`config.mk`:
```
export PLATFORM = sky130hd
export DESIGN_NAME = mem_arbiter16
export DESIGN_NICKNAME = d
export VERILOG_FILES = /design/src/rtl/mem_arbiter16.sv
export SDC_FILE = /design/constraint.sdc
export NUM_CORES = 1
export LEC_CHECK = 0
export CAP_MARGIN = 30
export CORE_MARGIN = 5
export CORE_UTILIZATION = 38
export DETAILED_ROUTE_END_ITERATION = 7
export PLACE_DENSITY = 0.87
export SYNTH_ARGS = -nofsm -noshare
export SYNTH_HDL_FRONTEND = slang
export SYNTH_SLANG_ARGS = --single-unit
```
`constraint.sdc`:
```
create_clock -name CLK -period 4.6 [get_ports CLK]
set_input_delay 0.69 -clock CLK [delete_from_list [all_inputs] [get_ports CLK]]
set_output_delay 0.69 -clock CLK [all_outputs]
set_load 0.02 [all_outputs]
```
`src/rtl/mem_arbiter16.sv`:
```
// Two-master arbiter for the 16-bit memory port: fixed CPU priority with a
// DMA starvation counter, and read data steered back to the issuing master.
module mem_arbiter16 #(
    parameter int DMA_WAIT_MAX = 3
) (
    input  logic        CLK,
    input  logic        RST,
    input  logic        cpu_req,
    input  logic        cpu_wr,
    input  logic        cpu_lock,
    input  logic [15:0] cpu_addr,
    input  logic [15:0] cpu_wdata,
    output logic        cpu_gnt,
    output logic        cpu_stall,
    output logic        cpu_rvalid,
    output logic [15:0] cpu_rdata,
    input  logic        dma_req,
    input  logic        dma_wr,
    input  logic [15:0] dma_addr,
    input  logic [15:0] dma_wdata,
    output logic        dma_gnt,
    output logic        dma_rvalid,
    output logic [15:0] dma_rdata,
    output logic [15:0] mem_addr,
    output logic [15:0] mem_wdata,
    input  logic [15:0] mem_rdata,
    output logic        mem_OEb,
    output logic        mem_WRb
);

    generate
        if (DMA_WAIT_MAX < 1 || DMA_WAIT_MAX > 15) begin : g_bad_wait_max
            $error("mem_arbiter16: DMA_WAIT_MAX must be in 1..15");
        end
    endgenerate

    localparam logic [3:0] WAIT_MAX  = 4'(DMA_WAIT_MAX);
    localparam logic [1:0] OWN_NONE  = 2'd0;
    localparam logic [1:0] OWN_CPU   = 2'd1;
    localparam logic [1:0] OWN_DMA   = 2'd2;

    logic [3:0]  wait_cnt;
    logic [3:0]  wait_next;
    logic [1:0]  rd_owner;
    logic [1:0]  owner_next;
    logic [15:0] cpu_rdata_hold;
    logic [15:0] dma_rdata_hold;
    logic        dma_force;

    // Grant decision and memory-side muxing from the current requests.
    always_comb begin
        dma_force = (wait_cnt >= WAIT_MAX) & ~cpu_lock;
        dma_gnt   = dma_req & (~cpu_req | dma_force);
        cpu_gnt   = cpu_req & ~dma_gnt;
        cpu_stall = cpu_req & ~cpu_gnt;
        mem_OEb   = ~((cpu_gnt & ~cpu_wr) | (dma_gnt & ~dma_wr));
        mem_WRb   = ~((cpu_gnt & cpu_wr) | (dma_gnt & dma_wr));
        if (cpu_gnt) begin
            mem_addr  = cpu_addr;
            mem_wdata = cpu_wdata;
        end else if (dma_gnt) begin
            mem_addr  = dma_addr;
            mem_wdata = dma_wdata;
        end else begin
            mem_addr  = 16'h0000;
            mem_wdata = 16'h0000;
        end
    end

    // Next-state for the starvation counter and the read-return owner.
    always_comb begin
        if (dma_req & ~dma_gnt) begin
            wait_next = (wait_cnt == 4'd15) ? 4'd15 : wait_cnt + 4'd1;
        end else begin
            wait_next = 4'd0;
        end
        if (cpu_gnt & ~cpu_wr) begin
            owner_next = OWN_CPU;
        end else if (dma_gnt & ~dma_wr) begin
            owner_next = OWN_DMA;
        end else begin
            owner_next = OWN_NONE;
        end
    end

    // Arbiter state; the hold registers remember the last word each master got.
    always_ff @(posedge CLK or posedge RST) begin
        if (RST) begin
            wait_cnt       <= 4'd0;
            rd_owner       <= OWN_NONE;
            cpu_rdata_hold <= 16'h0000;
            dma_rdata_hold <= 16'h0000;
        end else begin
            wait_cnt <= wait_next;
            rd_owner <= owner_next;
            if (rd_owner == OWN_CPU) begin
                cpu_rdata_hold <= mem_rdata;
            end else begin
                cpu_rdata_hold <= cpu_rdata_hold;
            end
            if (rd_owner == OWN_DMA) begin
                dma_rdata_hold <= mem_rdata;
            end else begin
                dma_rdata_hold <= dma_rdata_hold;
            end
        end
    end

    // Memory data arrives the cycle after the strobe, so delivery is steered live.
    always_comb begin
        cpu_rvalid = (rd_owner == OWN_CPU);
        dma_rvalid = (rd_owner == OWN_DMA);
        if (cpu_rvalid) begin
            cpu_rdata = mem_rdata;
        end else begin
            cpu_rdata = cpu_rdata_hold;
        end
        if (dma_rvalid) begin
            dma_rdata = mem_rdata;
        end else begin
            dma_rdata = dma_rdata_hold;
        end
    end

endmodule

```
==> summary.md <==
| Metric | Value |
|---|---|
| Outcome | `complete, no violations` |
| Worst VDD drop | `180.3 uV` |
| Hold Path Origin | `cpu_rdata_hold[4]` |
| Tcrit/Tclk final | `83.37%` |
| Crit path cell chain | `clkdlybuf4s50_1 > nor4b_4 > or2_1 > buf_12 > o22a_1 > clkdlybuf4s50_1` |
| Sw Share | `32.13%` |
| Global route total overflow | `0` |
| Top post-synthesis cells by count | `67 x nand2_1, 38 x dfrtp_1, 32 x mux2_2, 20 x o22ai_2, 12 x o22ai_1` |
| CTS tree | `done` |
| Pint | `0.8214 mW` |
| Max clock buf depth | `2` |
| Post-Route WL | `7.002 mm` |
| Fin. max-slew vios | `0` |
| Critical-path maximum fanout | `23` |
| Worst Path Arrival | `3.14 ns` |
| Row count | `27` |
| Worst Setup Slack, final | `0.7651 ns` |
| Clk Latency, worst-skew pair | `0.28 ns` |
| Setup Total Neg Slack | `0 ns` |
| Worst hold-check path type | `reg2reg` |
| CTS H-tree depth | `2` |
| Critical path class | `in2out` |
| Slew headroom | `37.29%` |
| Placer Congestion | `0.7341` |
| Unrepaired setup endpoints after global routing | `no` |
| Leakage | `1.585 nW` |
| Filler cell count | `421` |
| Die Footprint | `7443 um2` |
| Async S/R FF share, synth | `100.0%` |
| Hpwl dp | `5.582 mm` |
| Dpl ws | `0.7669 ns` |
| Mean post-synth cell area | `10.14 um2` |
| Skew final | `0.005875 ns` |
| Mapped Cells | `218` |
| Flip-flop and latch count after synthesis | `38` |
| Ys flop type | `dfrtp_1` |
| Core Box Area | `5574 um2` |
| Largest net degree at the start of global routing | `39` |
| ANT cells | `0` |
| Via count | `2175` |
| Synthesized area | `2211 um2` |
| Starting Density | `39.66%` |
| Max Cap Viol | `0` |
| Total global routing track utilization | `18.30%` |
| Initial DRC Count | `21` |
| Sequential power share | `34.4%` |
| Cell with the most instances after synthesis | `nand2_1` |
| First-pass DRT Iterations | `4` |
| Post-route DRC | `0` |
| Synthesis-to-finish area growth | `76.06%` |
| Hold Vio Cnt, Final | `0` |
| Slowest-stage cell, CP | `clkdlybuf4s50_1` |
| Req. time, crit path | `3.91 ns` |
| Sink Count | `38` |
| Post-synth cell types | `27` |
| Synth top area share | `43.01%` |
| Vias/cell | `4.943` |
| Nets | `455` |
| Combinational Power Share | `46.7%` |
| First-pass GRT wire length | `11.07 mm` |
| IO Port Bufs | `157` |
| Routed Antenna Nets | `0` |
| Sequential area share after synthesis | `43.01%` |
| Largest cells by area after synthesis | `dfrtp_1 43%, mux2_2 16%, nand2_1 11%` |
| CTS resizes | `0` |
| Cell Pwr Density | `310.9 nW/um2` |
| Routed WL per cell | `15.91 um` |
| Die Span Y | `86.28 um` |
| Minimum clock period | `3.835 ns` |
| FF-to-FF Start | `wait_cnt[0]` |
| Root buf cell | `clkbuf_8` |
| Initial antenna violation count | `0` |
| Flop2flop setup slack | `2.87 ns` |
| Number of global-route vias before repair | `2321` |
| Post-CTS setup buffers | `0` |
| Worst Reg-to-Reg Cells | `5` |
| Width of the die | `86.28 um` |
| Hold-critical path depth | `1` |
| Post-Syn Nets | `306` |
| R2r endpoint | `rd_owner[0]` |
| Fmax | `260.8 MHz` |
| CP peak stage delay | `0.66 ns` |
| Most frequent cell on the critical path | `clkdlybuf4s50_1` |
| Crit end category | `primary output` |
| Clock transition at path regs | `0.07 ns` |
| Post-synth EDFFs | `0` |
| Cts bufs inserted | `5` |
| Sw Pwr | `0.3888 mW` |
| Syn. warnings | `0` |
| Hold endpoint | `cpu_rdata_hold[4]` |
| # setup viols final | `0` |
| Clock power share | `19.0%` |
| Post-synth top area cell | `dfrtp_1` |
| Layout cells sized above 1 | `19.02%` |
| IO Pins | `158` |
| Startpoint class of the critical path | `input port` |
| Hold buffers post-CTS | `0` |
| Slew @ Worst Pin | `0.9364 ns` |
cells in the final DEF, fill, tap and decap left out:
cell,count
a211oi_1,1
a21bo_2,1
a21oi_1,2
a31oi_1,1
and2_1,2
buf_12,1
buf_4,4
clkbuf_8,6
clkdlybuf4s50_1,157
clkinv_2,1
clkinvlp_4,1
dfrtp_1,38
ha_1,1
inv_1,3
mux2_2,32
nand2_1,67
nand2b_1,2
nand3_1,2
nor2_1,4
nor2_4,1
nor2b_1,1
nor2b_2,1
nor3_1,2
nor4b_4,1
o21ai_0,1
o21ba_2,1
o22a_1,1
o22ai_1,12
o22ai_2,20
or2_1,1
registers in the layout, summed over array words and instances, names as in the netlist:
register and count:
wait_cnt 4, rd_owner 2, dma_rdata_hold 16, cpu_rdata_hold 16
worst max-delay path: cells and delay by family:
family | cells | cell delay, ns
compound gates | 1 | 0.14
buf+inv | 3 | 1.50
simple gates | 2 | 0.81
final cells by class:
type | instances | area, um2 | area share [%]
Timing Repair Buffer | 162 | 1622 | 41.66
Multi-Input combinational cell | 157 | 1124 | 28.87
Sequential cell | 38 | 950.9 | 24.43
Tap cell | 72 | 90.09 | 2.314
Clock buffer | 6 | 82.58 | 2.122
Clock inverter | 2 | 12.51 | 0.3214
Inverter | 3 | 11.26 | 0.2893
cells by family (layout without fill, tap and decap cells):
kind of cell / after synthesis / in the layout / synth area share, %
AOI/OAI and AO/OA: 40 / 40 / 17.32
adders and majority gates: 1 / 1 / 0.5658
buffers and inverters: 23 / 173 / 6.508
DFF: 38 / 38 / 43.01
muxes: 32 / 32 / 16.30
and+or+nand+nor: 84 / 84 / 16.30
power by group through the flow:
stage          clock, mW  sequential [mW]  combinational (mW)
3_3_place_gp           0            0.418               0.564
3_5_place_dp           0            0.423               0.572
2_1_floorplan          0            0.417               0.292
5_1_grt            0.254            0.423               0.601
6_report           0.229            0.416               0.565
4_1_cts            0.243            0.417               0.574
worst max-delay path by stage:
stage | slack (ns) | cells after the start | end | from
after floorplan | 2.24 | 5 | mem_wdata[13] | cpu_req
after global placement | 0.77 | 6 | mem_WRb | cpu_req
after detailed placement | 0.77 | 6 | mem_WRb | cpu_req
after CTS | 0.75 | 6 | mem_WRb | cpu_req
after global routing | 0.57 | 6 | mem_WRb | cpu_req
final | 0.77 | 6 | mem_WRb | cpu_req
per-stage QoR:
stage	total power [mW]	instances	hold slack (ns)	area (um2)	util, %
2_1_floorplan	0.7082	218	0.4711	2211	-
3_3_place_gp	0.9826	432	0.4774	3797	68.13
3_5_place_dp	0.9955	432	0.4861	3797	68.13
4_1_cts	1.233	440	0.5031	3892	69.83
5_1_grt	1.277	440	0.5114	3892	69.83
6_report	1.210	440	0.4989	3892	69.83
layer usage:
metal  vias to the layer above  global-route usage [%]  wire length, um
met5                         -                       0                0
met2                       100                   33.64             3624
met1                      1023                   20.43             2674
met4                         0                   5.241              104
met3                         8                   5.323              599
li1                       1044                       -                -
Power figures use the tool's default switching activity.
